File: src/rtl/inst_fetch_queue_pkg.sv
// Shared constants for the fetch-to-decode instruction queue.
package inst_fetch_queue_pkg;

    // Entry count of the instruction queue
    localparam int unsigned IQ_DEPTH = 8;

    // One lane carries {inst[31:0], pc[31:0]}
    localparam int unsigned LineIftToNextBusWidth = 64;
    localparam int unsigned IftToNextBusWidth     = 2 * LineIftToNextBusWidth;

    // Number of active lanes (0, 1 or 2) from two lane strobes
    function automatic logic [1:0] lane_count(input logic lane1, input logic lane2);
        return {1'b0, lane1} + {1'b0, lane2};
    endfunction

endpackage

File: src/rtl/inst_fetch_queue_ptr_ctrl.sv
// Head/tail/occupancy bookkeeping for the dual-lane instruction queue.
module iq_ptr_ctrl
    import inst_fetch_queue_pkg::*;
#(
    parameter int unsigned DEPTH = IQ_DEPTH,
    parameter int unsigned PTR_W = $clog2(DEPTH)
) (
    input  logic             clk,
    input  logic             rst_n,
    input  logic             lane1_valid_i,
    input  logic             lane2_valid_i,
    input  logic             deq_ready_i,
    input  logic             flush_i,
    output logic [PTR_W-1:0] head_o,
    output logic [PTR_W-1:0] tail_o,
    output logic [PTR_W:0]   count_o,
    output logic             allowin_o,
    output logic             wr_lane1_o,
    output logic             wr_lane2_o,
    output logic             out_valid1_o,
    output logic             out_valid2_o,
    output logic             overflow_o
);

    // Two free slots are needed, so the largest count that still admits input is DEPTH-2
    localparam logic [PTR_W:0]   AllowMax = (PTR_W + 1)'(DEPTH - 2);
    localparam logic [PTR_W+1:0] DepthExt = (PTR_W + 2)'(DEPTH);

    logic [PTR_W-1:0] head_q, head_d;
    logic [PTR_W-1:0] tail_q, tail_d;
    logic [PTR_W:0]   count_q, count_d;
    logic [1:0]       n_enq, n_deq;
    logic [PTR_W+1:0] count_sum;

    // Enqueue/dequeue decisions and next pointer state; flush wins over everything
    always_comb begin
        allowin_o    = rst_n & (count_q <= AllowMax);
        out_valid1_o = (count_q != '0) & ~flush_i;
        out_valid2_o = (count_q > (PTR_W + 1)'(1)) & ~flush_i;
        wr_lane1_o   = allowin_o & ~flush_i & lane1_valid_i;
        // Lane 2 is only taken behind a valid lane 1
        wr_lane2_o   = wr_lane1_o & lane2_valid_i;
        n_enq        = lane_count(wr_lane1_o, wr_lane2_o);
        n_deq        = lane_count(out_valid1_o & deq_ready_i, out_valid2_o & deq_ready_i);
        count_sum    = {1'b0, count_q} + (PTR_W + 2)'(n_enq) - (PTR_W + 2)'(n_deq);
        overflow_o   = count_sum > DepthExt;
        // Pointer arithmetic wraps naturally since DEPTH is a power of two
        head_d       = head_q + PTR_W'(n_deq);
        tail_d       = tail_q + PTR_W'(n_enq);
        count_d      = count_sum[PTR_W:0];
        if (flush_i) begin
            head_d  = '0;
            tail_d  = '0;
            count_d = '0;
        end
    end

    // Pointer and occupancy registers
    always_ff @(posedge clk or negedge rst_n) begin
        if (!rst_n) begin
            head_q  <= '0;
            tail_q  <= '0;
            count_q <= '0;
        end else begin
            head_q  <= head_d;
            tail_q  <= tail_d;
            count_q <= count_d;
        end
    end

    assign head_o  = head_q;
    assign tail_o  = tail_q;
    assign count_o = count_q;

endmodule

File: src/rtl/inst_fetch_queue.sv
// Dual-lane in-order instruction buffer between fetch and decode.
module inst_fetch_queue
    import inst_fetch_queue_pkg::*;
#(
    parameter int unsigned DEPTH   = IQ_DEPTH,
    parameter int unsigned ENTRY_W = LineIftToNextBusWidth,
    parameter int unsigned PTR_W   = $clog2(DEPTH)
) (
    input  logic                 clk,
    input  logic                 rst_n,
    input  logic                 line1_pre_to_now_valid_i,
    input  logic                 line2_pre_to_now_valid_i,
    input  logic [2*ENTRY_W-1:0] pre_to_ibus,
    output logic                 now_allowin_o,
    input  logic                 next_allowin_i,
    output logic                 line1_now_to_next_valid_o,
    output logic                 line2_now_to_next_valid_o,
    output logic [2*ENTRY_W-1:0] to_next_obus,
    input  logic                 excep_flush_i,
    input  logic                 branch_flush_i,
    output logic [PTR_W:0]       count_o,
    output logic                 error_o
);

    logic [ENTRY_W-1:0] mem_q [DEPTH];
    logic [PTR_W-1:0]   head, tail, head_p1, tail_p1;
    logic               flush, wr_lane1, wr_lane2, overflow;

    assign flush   = excep_flush_i | branch_flush_i;
    assign head_p1 = head + PTR_W'(1);
    assign tail_p1 = tail + PTR_W'(1);

    iq_ptr_ctrl #(
        .DEPTH (DEPTH),
        .PTR_W (PTR_W)
    ) u_ptr_ctrl (
        .clk           (clk),
        .rst_n         (rst_n),
        .lane1_valid_i (line1_pre_to_now_valid_i),
        .lane2_valid_i (line2_pre_to_now_valid_i),
        .deq_ready_i   (next_allowin_i),
        .flush_i       (flush),
        .head_o        (head),
        .tail_o        (tail),
        .count_o       (count_o),
        .allowin_o     (now_allowin_o),
        .wr_lane1_o    (wr_lane1),
        .wr_lane2_o    (wr_lane2),
        .out_valid1_o  (line1_now_to_next_valid_o),
        .out_valid2_o  (line2_now_to_next_valid_o),
        .overflow_o    (overflow)
    );

    // Payload storage; contents are intentionally not reset
    always_ff @(posedge clk) begin
        if (wr_lane1) begin
            mem_q[tail] <= pre_to_ibus[ENTRY_W-1:0];
        end
        if (wr_lane2) begin
            mem_q[tail_p1] <= pre_to_ibus[2*ENTRY_W-1:ENTRY_W];
        end
    end

    // Head-of-queue output lanes, zeroed when not valid so reset shows all-zero outputs
    always_comb begin
        to_next_obus = '0;
        if (line1_now_to_next_valid_o) begin
            to_next_obus[ENTRY_W-1:0] = mem_q[head];
        end
        if (line2_now_to_next_valid_o) begin
            to_next_obus[2*ENTRY_W-1:ENTRY_W] = mem_q[head_p1];
        end
    end

    // Protocol violation: orphan lane 2, or an occupancy update past DEPTH
    always_comb begin
        error_o = rst_n & ((line2_pre_to_now_valid_i & ~line1_pre_to_now_valid_i) | overflow);
    end

endmodule
File: config.mk
export PLATFORM = sky130hd
export DESIGN_NAME = inst_fetch_queue
export DESIGN_NICKNAME = d
export VERILOG_FILES = /design/src/rtl/inst_fetch_queue_pkg.sv /design/src/rtl/inst_fetch_queue_ptr_ctrl.sv /design/src/rtl/inst_fetch_queue.sv
export SDC_FILE = /design/constraint.sdc
export NUM_CORES = 1
export LEC_CHECK = 0
export BUFFER_PORTS_ARGS = -buffer_cell sky130_fd_sc_hd__buf_2
export CAP_MARGIN = 10
export CORE_MARGIN = 2
export CORE_UTILIZATION = 60
export DETAILED_ROUTE_END_ITERATION = 16
export PLACE_DENSITY = 0.8
export REMOVE_ABC_BUFFERS = 1
export SYNTH_ARGS = -nofsm -noshare
export SYNTH_HDL_FRONTEND = slang
export SYNTH_SLANG_ARGS = --single-unit
File: constraint.sdc
create_clock -name clk -period 10.2 [get_ports clk]
set_input_delay 2.04 -clock clk [delete_from_list [all_inputs] [get_ports clk]]
set_output_delay 2.04 -clock clk [all_outputs]
set_load 0.03 [all_outputs]
=== Word level (Yosys, flattened, before mapping) ===
Memories as Yosys holds them, arrays and structs flattened.
Index checks and enable logic that the tools add are counted.

* RAM bits: 512
* Memories kept: 1
* Input port bits: 135
* Word-level logic and storage cells: 39
* Register bits: 10

* Reductions and logical operators: 1
* Magnitude comparators: 3
* Muxes and demuxes: 9
* Bitwise operators: 14
* Add/sub/neg operators: 8

{| class="wikitable"
|+ Memories
! name !! words !! width !! read ports !! clocked after Yosys merged registers in !! write ports !! line !! text
|-
| mem_q || 8 || 64 || 2 || 0 || 2 || inst_fetch_queue.sv:25 || <nowiki>logic [ENTRY_W-1:0] mem_q [DEPTH];</nowiki>
|}

{| class="wikitable"
|+ Operators by type and width
! cell !! count
|-
| $mux W64 || 2
|-
| $and A1 B1 Y1 || 10
|-
| $add A3 B1 Y3 const B || 2
|-
| $add A3 B2 Y3 || 2
|-
| $mux W3 || 2
|-
| $add A4 B2 Y5 || 1
|-
| $gt A5 B4 Y1 const B || 1
|-
| $sub A5 B2 Y5 || 1
|-
| $add A1 B1 Y2 || 2
|-
| $gt A4 B1 Y1 const B || 1
|-
| $le A4 B3 Y1 const B || 1
|-
| $mux W1 || 4
|-
| $mux W4 || 1
|-
| $reduce_bool A4 Y1 || 1
|-
| $not A1 Y1 || 2
|-
| $or A1 B1 Y1 || 2
|}

=== Longest topological paths before layout ===
* Depth after elaboration: 11
* Mapped depth: 18

=== Hierarchy ===
Synthesis repeated with hierarchy kept, for this count alone.

* Cells, all modules: 1859
* Area total of the unflattened synthesis: 30121.4 µm²

{| class="wikitable"
|+ By module, submodules not included
! module !! times used !! cells an instance !! area an instance (µm²)
|-
| inst_fetch_queue || 1 || 1790 || 29404.5
|-
| iq_ptr_ctrl || 1 || 69 || 716.9
|}

=== Least setup slack after synthesis ===
OpenSTA, ideal clock, no wires.

* Path kind: input -> register
* From: in branch_flush_i
* To: mem mem_q[2][0] (netlist name) (enable)
* Library setup time: 0.584 ns
* Cell stages on the path: 4
* Arrival time: 7.503 ns
* Path slack: 2.113 ns
* Buffers on the path: 1
* Cell sequence: nor2_1 -> clkbuf_1 -> nand4_1 -> o32ai_1

{| class="wikitable"
|+ RTL lines
! what !! line !! text
|-
| start, declared || inst_fetch_queue.sv:20 || <nowiki>input logic branch_flush_i,</nowiki>
|-
| end, declared || inst_fetch_queue.sv:25 ||
|}

=== Final worst setup path ===
* From: in branch_flush_i
* To: out error_o

* Cells in the longest elaborated chain, start to end: 11

{| class="wikitable"
|+ RTL lines
! what !! line !! text
|-
| $or A1 B1 Y1 * || inst_fetch_queue.sv:29 || <nowiki>assign flush = excep_flush_i | branch_flush_i;</nowiki>
|-
| $not A1 Y1 * || inst_fetch_queue_ptr_ctrl.sv:38, inst_fetch_queue_ptr_ctrl.sv:39, inst_fetch_queue_ptr_ctrl.sv:40 ||
|-
| $and A1 B1 Y1 (2 in a row) || inst_fetch_queue_ptr_ctrl.sv:40 || <nowiki>wr_lane1_o = allowin_o & ~flush_i & lane1_valid_i;</nowiki>
|-
| $and A1 B1 Y1 || inst_fetch_queue_ptr_ctrl.sv:42 || <nowiki>wr_lane2_o = wr_lane1_o & lane2_valid_i;</nowiki>
|-
| $add A1 B1 Y2 || inst_fetch_queue_pkg.sv:13 || <nowiki>return {1'b0, lane1} + {1'b0, lane2};</nowiki>
|-
| $add A4 B2 Y5 || inst_fetch_queue_ptr_ctrl.sv:45 || <nowiki>count_sum = {1'b0, count_q} + (PTR_W + 2)'(n_enq) - (PTR_W + 2)'(n_deq);</nowiki>
|-
| $sub A5 B2 Y5 * || inst_fetch_queue_ptr_ctrl.sv:45 ||
|-
| $gt A5 B4 Y1 * || inst_fetch_queue_ptr_ctrl.sv:46 || <nowiki>overflow_o = count_sum > DepthExt;</nowiki>
|-
| $or A1 B1 Y1 * || inst_fetch_queue.sv:77 || <nowiki>error_o = rst_n & ((line2_pre_to_now_valid_i & ~line1_pre_to_now_valid_i) | overflow);</nowiki>
|-
| $and A1 B1 Y1 * || inst_fetch_queue.sv:77 ||
|-
| end, declared || inst_fetch_queue.sv:22 || <nowiki>output logic error_o</nowiki>
|}

Mark *: on every way between the ends. The rest lies on a longest branch, timed or not.

==> impl_metrics.csv <==
group,metric,value,unit
critical_path,critPathMaxFanout,13,
synth,async_flop_share,1.92,%
placed_design,port-buffer-count,270,
cts,cts_hold_buf,0,
synth,avgSynthCellArea,16.4,um2
power_and_ir_drop,ir_worst_vdd,126,uV
cts,cts-htree-levels,2,
floorplanning,row_count,82,
final_layout,areaGrowthSynthToFinish,12.4,%
final_layout,stdcell_count,2801,
critical_path,crit_chain,"buf_2 -> nor2_1 -> o21ai_4 -> inv_1 -> a21oi_4 -> nor2b_1 -> ha_1 -> ha_1 -> inv_1 -> ha_1 -> inv_1 -> fa_1 -> nand2b_1 -> a2bb2oi_1 -> xnor2_1 -> a31oi_1 -> buf_2",
floorplanning,core_area,0.0501,mm2
cts,cts_tree,"built",
timing,finalClockSkew,10.5,ps
synth,yosysTopAreaCell,"edfxtp_1",
timing,slew_viol_final,0,
routing,drt-initial-drc-count,1773,
synth,ys_ff_latch,522,
critical_path,crit_path_start_kind,"input port",
floorplanning,fp.dieH,229,um
cts,clk_latency,610,ps
routing,vias,19200,
critical_path,slowest_stage,"nor2_1",
synth,seq_area_frac_synth,51.4,%
cts,cts.repair.resized,0,
timing,fmax,134,MHz
routing,route.detailed.drc,0,
timing,rsz0062_at_grt,"false",
placed_design,dp.cells,2696,
synth,netlist_area,0.0304,mm2
cts,cts.sinks,522,
grt,grt_max_degree,145,
hold_path,hold_path_class,"flop to flop",
grt,grtUsageTotal,32.1,%
grt,grt_pass1_wl,125000,um
placed_design,dp_slack,2770,ps
timing,fin_crit,7480,ps
grt,overflow,0,
placed_design,dpl.hpwl,47800,um
routing,wirelength,84400,um
cts,cts_buffers,55,
critical_path,crit_required,8160,ps
synth,yosysTopAreaCellShare,50.6,%
synth,synth_edf_count,512,
cts,post_cts_buffers,0,
timing,finalHoldViolations,0,
grt,grt_pass1_vias,20200,
critical_path,slowest_delay,710,ps
floorplanning,start_util,60.7,%
routing,drt_pass1_iterations,5,
synth,ys.flop_type,"edfxtp_1",
timing,hold_ws,880,ps
power_and_ir_drop,total_power,4.64,mW
final_layout,drive_gt1_share,55.5,%
synth,synthTopCellsByArea,"edfxtp_1 51%, mux4_2 19%, mux2_2 17%",
cts,cts_buffer_depth,3,
floorplanning,die_x,229,um
critical_path,cp.arrival,5440,ps
critical_path,end_kind,"primary output",
routing,wl_per_cell,30.1,um
critical_path,critPathKind,"input port to primary output",
final_layout,final_nets,2231,
synth,netlist_instances,1860,
routing,ant_nets,0,
synth,ys_warn_count,0,
timing,fin_ws,2720,ps
timing,fin_crit_sh,73.3,%
job,drv_cap,0,
status,status,"finished, final reports clean",
routing,viasPerCell,6.87,
synth,yosysUniqueCellTypes,41,
cts,cts_root_buffer,"clkbuf_16",
floorplanning,ios,271,
timing,slew_headroom,21.8,%
power_and_ir_drop,p_per_area,136,mW/mm2
timing,worstMarginPinSlew,1170,ps
power_and_ir_drop,leakage,11.5,nW
grt,antenna_found_initial,17,
floorplanning,dieArea,0.0525,mm2
placed_design,place_congestion,0.827,
timing,setup_viol,0,
cts,path_clk_slew,50,ps
final_layout,fillerInstances,3431,
==> kinds of logic after synthesis <==
group | after synthesis | share of synthesized area [%]
buf+inv | 161 | 2.35
flops | 522 | 51.4
mux | 832 | 40.6
compound gates | 83 | 1.50
xor+xnor | 10 | 0.288
fa+ha+maj | 15 | 0.666
simple gates | 237 | 3.19
==> synth_stat cells, types with 2 or more instances <==
cell        n
nand2_1   131
or3_1       3
xnor2_1     6
inv_1      14
mux4_2    256
o31ai_1     2
ha_1       13
o21ai_0     2
nor3_1      2
clkbuf_1   67
a21oi_1    67
xor2_1      4
nand4_1     4
nor2b_1     2
nand2b_1    2
nand3b_1    2
o21bai_1    4
mux2i_1    64
and2_1      7
o32ai_1     2
nand3_1     5
buf_1      21
dfrtp_1    10
buf_6       6
mux2_2    463
nor2_1     73
fa_1        2
mux2_4     49
and3_1      2
edfxtp_1  512
buf_2      53
==> cell usage in the layout (no fill, tap or decap), drive strengths merged, types with 3 or more instances in the layout <==
cell    count
or3         3
and2        7
mux2      512
nand3       5
mux4      256
nand4       4
nand2     131
inv        14
edfxtp    512
bufinv      3
buf       311
o21bai      4
dfrtp      10
clkinv     25
xor2        4
xnor2       6
nor2       74
diode       7
a21oi      67
ha         13
mux2i      64
clkbuf     69
==> metal layers <==
metal	up-vias	global-route usage (%)	wire, um	share of wire [%]
met2	1092	54.6	42700	51
met3	204	7.12	8260	9.8
met5	-	0	149	0.18
met1	9949	41.2	30700	36
met4	22	10.5	2540	3.0
li1	7977	-	-	-
==> worst paths after layout <==
check                           cells past startpoint                         endpoint                      startpoint  slack (ps)
worst max-delay path                               17                          error_o                  branch_flush_i        2720
worst min-delay path                                3   u_ptr_ctrl.tail_o[2]$_DFF_PN0_  u_ptr_ctrl.tail_o[2]$_DFF_PN0_         880
worst max register to register                      5           mem_q[2][33]$_DFFE_PP_  u_ptr_ctrl.tail_o[0]$_DFF_PN0_        5800
worst min register to register                      3   u_ptr_ctrl.tail_o[2]$_DFF_PN0_  u_ptr_ctrl.tail_o[2]$_DFF_PN0_         880
max in group asynchronous                           1   u_ptr_ctrl.head_o[0]$_DFF_PN0_                           rst_n        8610
min in group asynchronous                           1  u_ptr_ctrl.count_o[0]$_DFF_PN0_                           rst_n        1320
==> cell type report <==
class	count	area (um2)	area share, %
Sequential cell	522	15600	45.7
Multi-Input combinational cell	1177	14300	41.8
Timing Repair Buffer	311	1680	4.92
Clock buffer	69	1470	4.30
Tap cell	672	841	2.46
Clock inverter	29	206	0.604
Inverter	14	52.6	0.154
Antenna cell	7	17.5	0.0512
==> flip-flops by register name (all words and copies together), names as in the netlist <==
signal	count
u_ptr_ctrl.count_o	4
u_ptr_ctrl.head_o	3
u_ptr_ctrl.tail_o	3
mem_q	512
==> stage by stage <==
stage	setup TNS [ps]	util [%]	cell area [um2]
after floorplan	-412220	-	29700
after global placement	0	64.9	32500
after detailed placement	0	64.9	32500
after CTS	0	68.3	34200
after global routing	0	68.3	34200
final	0	68.3	34200
==> power by group <==
part / internal [mW] / switching, mW / leakage, nW
Sequential: 2.37 / 0.00629 / 4.74
Clock: 1.09 / 0.822 / 0.826
Combinational: 0.166 / 0.188 / 5.90
==> worst max-delay path, delay by kind of cell <==
family | cells | cell delay (ps)
compound gates | 4 | 500
xor+xnor | 1 | 100
fa+ha+maj | 4 | 1140
buf+inv | 5 | 600
simple gates | 3 | 1040
No activity file was read; power rests on OpenSTA's default activity.
